===== config.mk =====
export PLATFORM = sky130hd
export DESIGN_NAME = pe_net_interface_flat
export DESIGN_NICKNAME = d
export VERILOG_FILES = /design/src/rtl/pe_net_interface_if.sv /design/src/rtl/pe_net_interface.sv /design/src/flat_wrapper.sv
export SDC_FILE = /design/constraint.sdc
export NUM_CORES = 1
export LEC_CHECK = 0
export ABC_AREA = 1
export BUFFER_PORTS_ARGS = -buffer_cell sky130_fd_sc_hd__buf_2
export CAP_MARGIN = 30
export CORE_MARGIN = 2
export CORE_UTILIZATION = 51
export CTS_CLUSTER_DIAMETER = 50
export CTS_CLUSTER_SIZE = 24
export DETAILED_ROUTE_END_ITERATION = 10
export MAX_ROUTING_LAYER = met4
export PLACE_DENSITY = 0.68
export SKIP_CTS_REPAIR_TIMING = 1
export SLEW_MARGIN = 20
export SYNTH_ARGS = -nofsm -noshare
export SYNTH_HDL_FRONTEND = slang
export SYNTH_SLANG_ARGS = --single-unit

===== constraint.sdc =====
create_clock -name i_sclk -period 10.4 [get_ports i_sclk]
set_clock_uncertainty 0.05 [all_clocks]
set_input_delay 0 -clock i_sclk [delete_from_list [all_inputs] [get_ports i_sclk]]
set_output_delay 0 -clock i_sclk [all_outputs]
set_load 0.01 [all_outputs]

===== src/rtl/pe_net_interface_if.sv =====
// PE-side and switch-side valid/ready channels of one leaf network interface.
// The slave modport is the interface block's view; master is the environment's.
interface pe_net_interface_if #(
    parameter int DataWidth = 32,
    parameter int AddrWidth = 2
);
    logic [DataWidth-AddrWidth-1:0] i_pe_data;
    logic [AddrWidth-1:0]           i_pe_dest;
    logic                           i_pe_valid;
    logic                           o_pe_ready;

    logic [DataWidth-1:0]           o_data;
    logic                           o_data_valid;
    logic                           i_data_ready;

    logic [DataWidth-1:0]           i_data;
    logic                           i_data_valid;
    logic                           o_data_ready;

    logic [DataWidth-AddrWidth-1:0] o_pe_data;
    logic                           o_pe_valid;
    logic                           i_pe_ready;

    modport slave (
        input  i_pe_data, i_pe_dest, i_pe_valid, i_data_ready,
        input  i_data, i_data_valid, i_pe_ready,
        output o_pe_ready, o_data, o_data_valid,
        output o_data_ready, o_pe_data, o_pe_valid
    );

    modport master (
        output i_pe_data, i_pe_dest, i_pe_valid, i_data_ready,
        output i_data, i_data_valid, i_pe_ready,
        input  o_pe_ready, o_data, o_data_valid,
        input  o_data_ready, o_pe_data, o_pe_valid
    );
endinterface


===== src/rtl/pe_net_interface.sv =====
// Leaf network interface: TX builds {dest, payload} flits into a show-ahead FIFO,
// RX keeps flits addressed to MyAddr and counts (saturating) the misrouted ones.
module pe_net_interface #(
    parameter int DataWidth = 32,
    parameter int AddrWidth = 2,
    parameter int MyAddr    = 0,
    parameter int Depth     = 4
) (
    input  logic                     i_sclk,
    input  logic                     i_reset,
    pe_net_interface_if.slave        bus,
    output logic [$clog2(Depth):0]   o_tx_level,
    output logic [$clog2(Depth):0]   o_rx_level,
    output logic [7:0]               o_drop_count
);
    localparam int PW   = $clog2(Depth);
    localparam int LW   = PW + 1;
    localparam int PldW = DataWidth - AddrWidth;
    localparam logic [LW-1:0]        FullLvl = LW'(Depth);
    localparam logic [AddrWidth-1:0] LocalAddr = AddrWidth'(MyAddr);

    logic [DataWidth-1:0] tx_mem_q [Depth];
    logic [PW-1:0]        tx_wptr_q, tx_wptr_d, tx_rptr_q, tx_rptr_d;
    logic [LW-1:0]        tx_level_q, tx_level_d;
    logic                 tx_push, tx_pop, tx_full, tx_empty;

    logic [PldW-1:0]      rx_mem_q [Depth];
    logic [PW-1:0]        rx_wptr_q, rx_wptr_d, rx_rptr_q, rx_rptr_d;
    logic [LW-1:0]        rx_level_q, rx_level_d;
    logic                 rx_accept, rx_match, rx_push, rx_pop, rx_full, rx_empty;
    logic [7:0]           drop_q, drop_d;

    // Ready/valid come only from the registered level, never from the far side's handshake.
    always_comb begin
        tx_full    = (tx_level_q == FullLvl);
        tx_empty   = (tx_level_q == '0);
        tx_push    = bus.i_pe_valid && !tx_full;
        tx_pop     = bus.i_data_ready && !tx_empty;
        tx_wptr_d  = tx_wptr_q + PW'(tx_push);
        tx_rptr_d  = tx_rptr_q + PW'(tx_pop);
        tx_level_d = tx_level_q + LW'(tx_push) - LW'(tx_pop);
    end

    always_ff @(posedge i_sclk or posedge i_reset) begin
        if (i_reset) begin
            for (int i = 0; i < Depth; i++) tx_mem_q[i] <= '0;
            tx_wptr_q  <= '0;
            tx_rptr_q  <= '0;
            tx_level_q <= '0;
        end else begin
            if (tx_push) tx_mem_q[tx_wptr_q] <= {bus.i_pe_dest, bus.i_pe_data};
            tx_wptr_q  <= tx_wptr_d;
            tx_rptr_q  <= tx_rptr_d;
            tx_level_q <= tx_level_d;
        end
    end

    assign bus.o_pe_ready   = !tx_full;
    assign bus.o_data_valid = !tx_empty;
    assign bus.o_data       = tx_mem_q[tx_rptr_q];
    assign o_tx_level       = tx_level_q;

    // A flit accepted for another PE is consumed here and only bumps the drop counter.
    always_comb begin
        rx_full    = (rx_level_q == FullLvl);
        rx_empty   = (rx_level_q == '0);
        rx_accept  = bus.i_data_valid && !rx_full;
        rx_match   = (bus.i_data[DataWidth-1 -: AddrWidth] == LocalAddr);
        rx_push    = rx_accept && rx_match;
        rx_pop     = bus.i_pe_ready && !rx_empty;
        rx_wptr_d  = rx_wptr_q + PW'(rx_push);
        rx_rptr_d  = rx_rptr_q + PW'(rx_pop);
        rx_level_d = rx_level_q + LW'(rx_push) - LW'(rx_pop);
        drop_d     = drop_q;
        if (rx_accept && !rx_match && drop_q != 8'hFF) drop_d = drop_q + 8'd1;
    end

    always_ff @(posedge i_sclk or posedge i_reset) begin
        if (i_reset) begin
            for (int i = 0; i < Depth; i++) rx_mem_q[i] <= '0;
            rx_wptr_q  <= '0;
            rx_rptr_q  <= '0;
            rx_level_q <= '0;
            drop_q     <= '0;
        end else begin
            if (rx_push) rx_mem_q[rx_wptr_q] <= bus.i_data[PldW-1:0];
            rx_wptr_q  <= rx_wptr_d;
            rx_rptr_q  <= rx_rptr_d;
            rx_level_q <= rx_level_d;
            drop_q     <= drop_d;
        end
    end

    assign bus.o_data_ready = !rx_full;
    assign bus.o_pe_valid   = !rx_empty;
    assign bus.o_pe_data    = rx_mem_q[rx_rptr_q];
    assign o_rx_level       = rx_level_q;
    assign o_drop_count     = drop_q;
endmodule

===== src/flat_wrapper.sv =====
// flat-port wrapper written by rule: the top's interface ports become plain ports
module pe_net_interface_flat 
#(
    parameter int DataWidth = 32,
    parameter int AddrWidth = 2,
    parameter int MyAddr    = 0,
    parameter int Depth     = 4
)
  (i_sclk, i_reset, o_tx_level, o_rx_level, o_drop_count, bus_i_pe_data, bus_i_pe_dest, bus_i_pe_valid, bus_i_data_ready, bus_i_data, bus_i_data_valid, bus_i_pe_ready, bus_o_pe_ready, bus_o_data, bus_o_data_valid, bus_o_data_ready, bus_o_pe_data, bus_o_pe_valid);
  pe_net_interface_if #(.DataWidth(DataWidth), .AddrWidth(AddrWidth)) bus_i ();
  input  logic i_sclk;
  input  logic i_reset;
  output logic [$clog2(Depth):0] o_tx_level;
  output logic [$clog2(Depth):0] o_rx_level;
  output logic [7:0] o_drop_count;
  input wire logic [$bits(bus_i.i_pe_data)-1:0] bus_i_pe_data;
  input wire logic [$bits(bus_i.i_pe_dest)-1:0] bus_i_pe_dest;
  input wire logic [$bits(bus_i.i_pe_valid)-1:0] bus_i_pe_valid;
  input wire logic [$bits(bus_i.i_data_ready)-1:0] bus_i_data_ready;
  input wire logic [$bits(bus_i.i_data)-1:0] bus_i_data;
  input wire logic [$bits(bus_i.i_data_valid)-1:0] bus_i_data_valid;
  input wire logic [$bits(bus_i.i_pe_ready)-1:0] bus_i_pe_ready;
  output wire logic [$bits(bus_i.o_pe_ready)-1:0] bus_o_pe_ready;
  output wire logic [$bits(bus_i.o_data)-1:0] bus_o_data;
  output wire logic [$bits(bus_i.o_data_valid)-1:0] bus_o_data_valid;
  output wire logic [$bits(bus_i.o_data_ready)-1:0] bus_o_data_ready;
  output wire logic [$bits(bus_i.o_pe_data)-1:0] bus_o_pe_data;
  output wire logic [$bits(bus_i.o_pe_valid)-1:0] bus_o_pe_valid;
  assign bus_i.i_pe_data = bus_i_pe_data;
  assign bus_i.i_pe_dest = bus_i_pe_dest;
  assign bus_i.i_pe_valid = bus_i_pe_valid;
  assign bus_i.i_data_ready = bus_i_data_ready;
  assign bus_i.i_data = bus_i_data;
  assign bus_i.i_data_valid = bus_i_data_valid;
  assign bus_i.i_pe_ready = bus_i_pe_ready;
  assign bus_o_pe_ready = bus_i.o_pe_ready;
  assign bus_o_data = bus_i.o_data;
  assign bus_o_data_valid = bus_i.o_data_valid;
  assign bus_o_data_ready = bus_i.o_data_ready;
  assign bus_o_pe_data = bus_i.o_pe_data;
  assign bus_o_pe_valid = bus_i.o_pe_valid;
  pe_net_interface #(.DataWidth(DataWidth), .AddrWidth(AddrWidth), .MyAddr(MyAddr), .Depth(Depth)) u_core (.i_sclk(i_sclk), .i_reset(i_reset), .bus(bus_i), .o_tx_level(o_tx_level), .o_rx_level(o_rx_level), .o_drop_count(o_drop_count));
endmodule

==> results of run 1 <==
[flip-flops by register name, indices dropped and copies added (netlist names)]
| signal | count |
|---|---|
| u_core.tx_mem_q | 128 |
| u_core.rx_mem_q | 120 |
| u_core.o_drop_count | 8 |
| u_core.o_rx_level | 3 |
| u_core.o_tx_level | 3 |
| u_core.rx_rptr_q | 2 |
| u_core.rx_wptr_q | 2 |
| u_core.tx_rptr_q | 2 |
| u_core.tx_wptr_q | 2 |
[per-stage QoR]
stage          worst slack (ns)  util (%)  area [sq um]  power [mW]
2_1_floorplan              2.91         -         12400        3.11
3_3_place_gp               7.64      54.6         13200        3.75
3_5_place_dp               7.67      54.7         13200        3.81
4_1_cts                    7.79      59.5         14400        5.02
5_1_grt                    7.66      62.6         15100        5.40
6_report                   7.80      62.6         15100        5.01
[layout make-up]
cell class                 count  area (sq um)
fill                        2184          9020
sequential                   270          6760
multi-input combinational   1068          4900
timing repair buffer         238          1640
clock buffer                  46          1000
tap                          324           405
inverter                      57           221
clock inverter                15           156
[cells by family after synthesis]
family,after synthesis,synth area share (%)
buffers and inverters,159,6.37
XOR/XNOR,11,0.775
flip-flops,270,54.3
AND/OR/NAND/NOR,729,24.1
adder cells (fa/ha/maj),7,0.825
AO/OA/AOI/OAI,321,13.6
[synth_stat cells, drive strengths merged]
cell type	instances	share of area (%)
nand2	448	14
dfrtp	270	54
o21ai	256	10
nor2	141	4.4
nand3	139	5.9
o22ai	62	3.1
clkbuf	58	1.8
inv	56	1.7
buf	44	2.9
xor2	9	0.63
ha	5	0.50
a21boi	2	0.12
fa	2	0.32
xnor2	2	0.14
a21oi	1	0.070
clkinv	1	0.030
nand4	1	0.17
[metal layers]
layer / global-route usage (%) / routed length [microns]
met1: 33.9 / 14300
met2: 43.5 / 16100
met3: 4.47 / 1810
met4: 7.53 / 750
met5: - / 0
[worst max-delay path, cell delays in order, from the launching register on]
cell	delay [ns]
dfrtp_2	0.41
inv_1	0.51
buf_4	0.52
o21ai_0	0.14
o22ai_1	0.27
buf_2	0.20
[worst min-delay path by stage]
stage                                 start                endpoint  slack, ns  depth (start not counted)
after floorplan           bus_i_pe_data[11]     u_core.tx_mem_q[11]       0.07                          2
after global placement    bus_i_pe_data[17]     u_core.tx_mem_q[17]       0.17                          3
after detailed placement  bus_i_pe_data[22]     u_core.tx_mem_q[22]       0.17                          3
after CTS                 bus_i_pe_data[22]     u_core.tx_mem_q[22]      -0.35                          3
after global routing         bus_i_data[30]  u_core.o_drop_count[4]       0.16                          7
final                        bus_i_data[30]  u_core.o_drop_count[4]       0.14                          7
[power groups by stage]
stage	clock (mW)	sequential (mW)	combinational [mW]
2_1_floorplan	0	1.77	1.34
3_5_place_dp	0	1.81	2.00
3_3_place_gp	0	1.80	1.95
4_1_cts	1.21	1.80	2.01
6_report	1.19	1.81	2.01
5_1_grt	1.26	1.87	2.27
==> impl_metrics.tcl, run 1 <==
set metrics [dict create \
    status "finished clean" \
    final_cell_mix "nand2_1, dfrtp_1, o21ai_0, buf_2, nor2_1" \
    grt_pass1_wl_microns 53000 \
    rr_endpoint "u_core.rx_wptr_q[1]" \
    ios 150 \
    htree_num_levels 2 \
    fin_crit_sh_pct 25.0 \
    clockRootBuffer "clkbuf_16" \
    dp.cells 1887 \
    cts_sinks 270 \
    holdWs_ns 0.136 \
    r2r_setup_slack_ns 7.95 \
    insertion_delay_ns 0.50 \
    cp-startpoint "u_core.rx_rptr_q[0]" \
    drc_errors 0 \
    seq_area_frac_synth_pct 54.3 \
    syn-cell-area_sq_um 12400 \
    coreArea_sq_um 24100 \
    grt_overflow 0 \
    clockBufferDepth 3 \
    synth_seq_cells 270 \
    p_per_area_nw_per_um2 332 \
    cp.required_ns 10.35 \
    syn_inst 1497 \
    slew_headroom_pct 38.2 \
    cts_tree "built" \
    grt_max_degree 140 \
    dieHeight_microns 160 \
    switchingPower_mw 2.03 \
    p_sw_share_pct 40.5 \
    r2r_cells 8 \
    die_w_microns 160 \
    endpoint "bus_o_pe_data[19]" \
    setup.worst_path.end_class "primary output" \
    first_iter_violations 787 \
    antenna_found_initial 0 \
    irDropWorstVdd_mv 0.194 \
    cts.clk_slew.worst_paths_ns 0.06 \
    finalSetupViolations 0 \
    worst_hold_path_type "input port to flop" \
    drive_gt1_share_pct 14.8 \
    postRouteAntennaNets 0 \
    num_rows 57 \
    area_delta_synth_final_pct 21.3 \
    die_area_sq_um 25600 \
    diodes 0 \
    gr-usage-all-layers_pct 26.4 \
    portBuffers 149 \
    final_common_cell "nand2_1" \
    synth_area_per_cell_sq_um 8.31 \
    cp_data_arrival_time_ns 2.55 \
    start_util_pct 51.6 \
    period_needed_ns 2.60 \
    dp_hpwl_microns 18400 \
    clock_power_share_pct 23.7 \
    drv_cap 0 \
    combPwrFrac_pct 40.2 \
    cts_buffers 34 \
    seq_power_share_pct 36.1 \
    num_vias 10800 \
    final_cells 2018 \
    finalHoldViolCount 0 \
    clock.fmax_mhz 385 \
    syn_nets 1574 \
    finalWirelength_microns 33000 \
    wl_per_cell_microns 16.4 \
    vias_per_cell 5.35 \
    worstMarginPinSlew_ns 0.926 \
    internal_power_mw 2.98 \
    final_nets 1746 \
    p_leak_nw 7.62 \
    grt_pass1_vias 10100 \
    critical_path_class "flop to primary output" \
    firstDrtPassIters 6 \
    ys_warn_count 0 \
    cp_max_fo 40 \
    timing.rr.start "u_core.o_rx_level[1]" \
    crit_path_start_kind "flop" \
    tns_ns 0 \
    rsz0062_at_grt "false" \
    synthDistinctLibCells 28 \
    routabilityCongestion 0.906 \
    slew_viol_final 0 \
]
Note: power is estimated with default switching activity, not from simulation.
==> run 2: changes to the inputs <==
- clock period: 10.4 -> 2.4 ns (I/O delays scaled with it)
==> impl_metrics.tcl, run 2 (synthesized netlist as in run 1, its figures left out) <==
set metrics [dict create \
    cp_num_cells 4 \
    cp-startpoint "u_core.rx_rptr_q[0]" \
    final_util_pct 62.9 \
    largest_reg_flops 128 \
    start_util_pct 51.6 \
    wl_per_cell_microns 16.4 \
    cts_tree "built" \
    tns_ns 0 \
    firstDrtPassIters 5 \
    p_leak_nw 7.65 \
    grt_pass1_vias 10200 \
    slowest_stage "buf_4" \
    cts_sinks 270 \
    final_cells 2030 \
    cp_num_buf_inv 2 \
    drt-met1-wl_microns 14400 \
    endpoint "bus_o_pe_data[21]" \
    top_register "u_core.tx_mem_q" \
    portBuffers 149 \
    insertion_delay_ns 0.55 \
    crit_path_start_kind "flop" \
    dp_hpwl_microns 19100 \
    final_nets 1759 \
    routabilityCongestion 0.857 \
    failed_checks "negative hold slack" \
    p_total_mw 21.7 \
    period_needed_ns 2.24 \
    slew_headroom_pct 54.4 \
    grt_overflow 0 \
    timing.rr.start "u_core.o_rx_level[1]" \
    diodes 0 \
    design_area_sq_um 15200 \
    rsz0062_at_grt "false" \
    route.met2.wl_microns 16000 \
    cp_top_family "buffers and inverters" \
    cpPeakStageDelay_ns 0.55 \
    dieHeight_microns 160 \
    topRoutingLayerUsed "met4" \
    coreArea_sq_um 24100 \
    status "finished, violations left" \
    first_iter_violations 948 \
    fin_crit_sh_pct 93.3 \
    cts_buffers 31 \
    slew_viol_final 0 \
    ios 150 \
    die_area_sq_um 25600 \
    final_cell_mix "nand2_1, dfrtp_1, o21ai_0, buf_2, nor2_1" \
    dp.cells 1902 \
    clock.fmax_mhz 447 \
    placed_area_sq_um 13400 \
    irDropWorstVdd_mv 0.862 \
    gr-usage-all-layers_pct 25.8 \
    grt_max_degree 122 \
    drive_gt1_share_pct 15.5 \
    antenna_found_initial 0 \
    vias_per_cell 5.41 \
    worstMarginPinSlew_ns 0.685 \
    drv_cap 0 \
    cp_max_fo 62 \
    num_rows 57 \
    setup_ws_ns 0.160 \
    finalHoldViolCount 9 \
    drc_errors 0 \
    place_ws_ns 0.388 \
    critical_path_class "flop to primary output" \
    finalWirelength_microns 33300 \
    wl_met3_microns 1920 \
    setup.worst_path.end_class "primary output" \
    final_common_cell "nand2_1" \
    p_per_area_nw_per_um2 1430 \
    r2r_setup_slack_ns 0.24 \
    postRouteAntennaNets 0 \
    htree_num_levels 1 \
    clockBufferDepth 3 \
    path_cells "buf_4 -> o21ai_0 -> o22ai_1 -> buf_2" \
    cts.clk_slew.worst_paths_ns 0.07 \
    finalSetupViolations 0 \
    die_w_microns 160 \
    cp_data_arrival_time_ns 2.19 \
    holdWs_ns -0.0351 \
    r2r_cells 8 \
    worst_hold_path_type "input port to flop" \
    area_delta_synth_final_pct 21.9 \
    num_vias 11000 \
    grt_pass1_wl_microns 52800 \
    clockRootBuffer "clkbuf_16" \
    cp.required_ns 2.35 \
    rr_endpoint "u_core.rx_mem_q[112]" \
]
## run 2: cell types whose count changed in the layout (fill, tap and decap cells not counted), sizes merged
| cell | before | now |
|---|---|---|
| clkinvlp | 1 | 3 |
| clkbuf | 46 | 31 |
| clkinv | 8 | 12 |
| inv | 61 | 66 |
| dlygate4sd3 | 68 | 71 |
| buf | 170 | 183 |
## run 2: final cells by class
type	instances	area (sq um)
Fill cell	2188	8950
Sequential cell	270	6760
Multi-Input combinational cell	1068	4890
Timing Repair Buffer	254	1790
Clock buffer	31	776
Tap cell	324	405
Clock inverter	26	320
Inverter	57	218
## run 2: worst min-delay path, stage by stage
cell	delay (ns)
buf_2	0.15
nand2_2	0.24
o21ai_1	0.09
nand2_1	0.05
## run 2: how the worst min path moves through the flow
stage | from | to | slack [ns] | depth (start not counted)
6_report | bus_i_pe_valid | u_core.tx_mem_q[25] | -0.04 | 4
2_1_floorplan | bus_i_pe_data[11] | u_core.tx_mem_q[11] | 0.07 | 2
4_1_cts | i_reset | u_core.tx_mem_q[90] | -0.44 | 3
3_3_place_gp | i_reset | u_core.tx_mem_q[122] | 0.15 | 3
5_1_grt | bus_i_pe_valid | u_core.tx_mem_q[25] | 0.01 | 4
3_5_place_dp | i_reset | u_core.tx_mem_q[58] | 0.15 | 3
## run 2: power breakdown
group	switching, mW	internal [mW]	leakage [nW]	total (mW)
clock network	2.18	2.73	0.533	4.91
registers	1.19	6.68	3.40	7.87
logic	5.67	3.20	3.72	8.87
total	9.04	12.6	7.65	21.7
## run 2: layer usage
layer | GRT usage, % | up-vias
li1 | - | 5304
met1 | 33.7 | 5255
met2 | 41.7 | 351
met3 | 4.31 | 75
met4 | 8.15 | 0
met5 | - | -
==> run 3: changes to the inputs <==
- PLACE_DENSITY: 0.68 -> 0.71
- REMOVE_ABC_BUFFERS: unset -> 1
==> impl_metrics.tcl, run 3 (synthesized netlist as in run 1, its figures left out) <==
set metrics [dict create \
    diodes 0 \
    num_vias 11100 \
    p_leak_nw 7.66 \
    final_cells 2028 \
    status "finished, violations left" \
    clockRootBuffer "clkbuf_16" \
    wl_per_cell_microns 16.4 \
    clockBufferDepth 3 \
    grt_overflow 0 \
    dp.cells 1906 \
    ios 150 \
    cts_buffers 29 \
    period_needed_ns 2.03 \
    coreArea_sq_um 24100 \
    holdWs_ns -0.00452 \
    insertion_delay_ns 0.56 \
    failed_checks "negative hold slack" \
    grt_max_degree 122 \
    routabilityCongestion 0.818 \
    cp-startpoint "u_core.tx_rptr_q[1]" \
    first_iter_violations 1152 \
    drc_errors 0 \
    grt_pass1_wl_microns 53600 \
    worstHoldStart "bus_i_data[30]" \
    top_register "u_core.tx_mem_q" \
    combPwrFrac_pct 41.6 \
    internal_power_mw 12.6 \
    firstDrtPassIters 5 \
    cts_tree "built" \
    drive_gt1_share_pct 15.6 \
    die_w_microns 160 \
    irDropWorstVdd_mv 0.773 \
    area_delta_synth_final_pct 21.9 \
    seq_power_share_pct 36.5 \
    start_util_pct 51.6 \
    cts_sinks 270 \
    htree_num_levels 1 \
    final_common_cell "nand2_1" \
    finalHoldViolCount 1 \
    final_cell_mix "nand2_1, dfrtp_1, o21ai_0, buf_2, nor2_1" \
    p_sw_share_pct 41.7 \
    vias_per_cell 5.45 \
    switchingPower_mw 8.97 \
    slew_viol_final 0 \
    finalWirelength_microns 33200 \
    timing.rr.start "u_core.o_rx_level[1]" \
    rsz0062_at_grt "false" \
    p_total_mw 21.5 \
    cp_data_arrival_time_ns 1.98 \
    drv_cap 0 \
    die_area_sq_um 25600 \
    num_rows 57 \
    portBuffers 149 \
    setup.worst_path.end_class "primary output" \
    final_nets 1758 \
    postRouteAntennaNets 0 \
    clock.fmax_mhz 492 \
    tns_ns 0 \
    fin_crit_sh_pct 84.7 \
    p_per_area_nw_per_um2 1420 \
    cp.required_ns 2.35 \
    cp_max_fo 25 \
    placed_area_sq_um 13400 \
    cts.clk_slew.worst_paths_ns 0.08 \
    clock_power_share_pct 21.9 \
    antenna_found_initial 0 \
    gr-usage-all-layers_pct 26.3 \
    dp_hpwl_microns 18500 \
    crit_path_start_kind "flop" \
    finalSetupViolations 0 \
    worstMarginPinSlew_ns 0.655 \
    grt_pass1_vias 10500 \
    largest_reg_flops 128 \
    worst_hold_path_type "input port to flop" \
    critical_path_class "flop to primary output" \
    design_area_sq_um 15200 \
    dieHeight_microns 160 \
    slew_headroom_pct 56.3 \
]
-- run 3: cell types whose count changed in the layout (fill, tap and decap cells not counted) --
cell | previous run | this run
dlygate4sd3_1 | 71 | 67
clkinv_4 | 2 | 3
clkinv_8 | 5 | 3
inv_6 | 3 | 4
inv_12 | 2 | 1
clkinvlp_4 | 3 | 2
clkbuf_8 | 0 | 2
clkbuf_16 | 31 | 29
clkinv_2 | 4 | 2
inv_8 | 6 | 7
buf_12 | 6 | 11
-- run 3: power groups by stage --
stage | sequential (mW) | combinational, mW | clock (mW)
final | 7.85 | 8.95 | 4.72
after global routing | 8.10 | 10.1 | 5.00
after CTS | 7.82 | 8.85 | 4.81
after detailed placement | 7.87 | 8.81 | 0
after global placement | 7.81 | 8.63 | 0
after floorplan | 7.90 | 5.18 | 0
-- run 3: critical path: stages, from the launching register on --
cell and delay [ns]:
dfrtp_1 0.38, inv_1 0.29, buf_12 0.23, o21ai_0 0.10, o22ai_1 0.24, buf_2 0.20
-- run 3: worst paths after layout --
path                                   endpoint  cells after the start  slack, ns
max                              bus_o_data[15]                      5       0.37
min                        u_core.rx_mem_q[115]                      6     -0.005
max reg2reg                u_core.o_rx_level[2]                      7       0.49
min reg2reg                 u_core.rx_mem_q[64]                      2       0.42
max in group asynchronous   u_core.rx_rptr_q[0]                      4       1.56
min in group asynchronous   u_core.rx_mem_q[82]                      3       0.06
-- run 3: stage by stage --
step | setup WS [ns] | util, %
3_3_place_gp | 0.569 | 55.7
6_report | 0.368 | 62.9
5_1_grt | 0.234 | 62.9
2_1_floorplan | -5.09 | -
3_5_place_dp | 0.490 | 55.7
4_1_cts | 0.368 | 60.0
-- run 3: cell type report --
cell class,count,area [sq um]
Fill cell,2091,8950
Clock inverter,23,279
Multi-Input combinational cell,1068,4890
Inverter,57,221
Timing Repair Buffer,255,1850
Sequential cell,270,6760
Tap cell,324,405
Clock buffer,31,753
-- run 3: per-layer routing --
layer  part of all wire, %  vias up  routed length, microns  GRT usage, %
li1                      -     5298                       -             -
met1                    43     5296                   14300          34.2
met2                    49      405                   16100          43.0
met3                   6.8       57                    2270          4.55
met4                   1.7        0                     554          6.80
met5                     0        -                       0             -
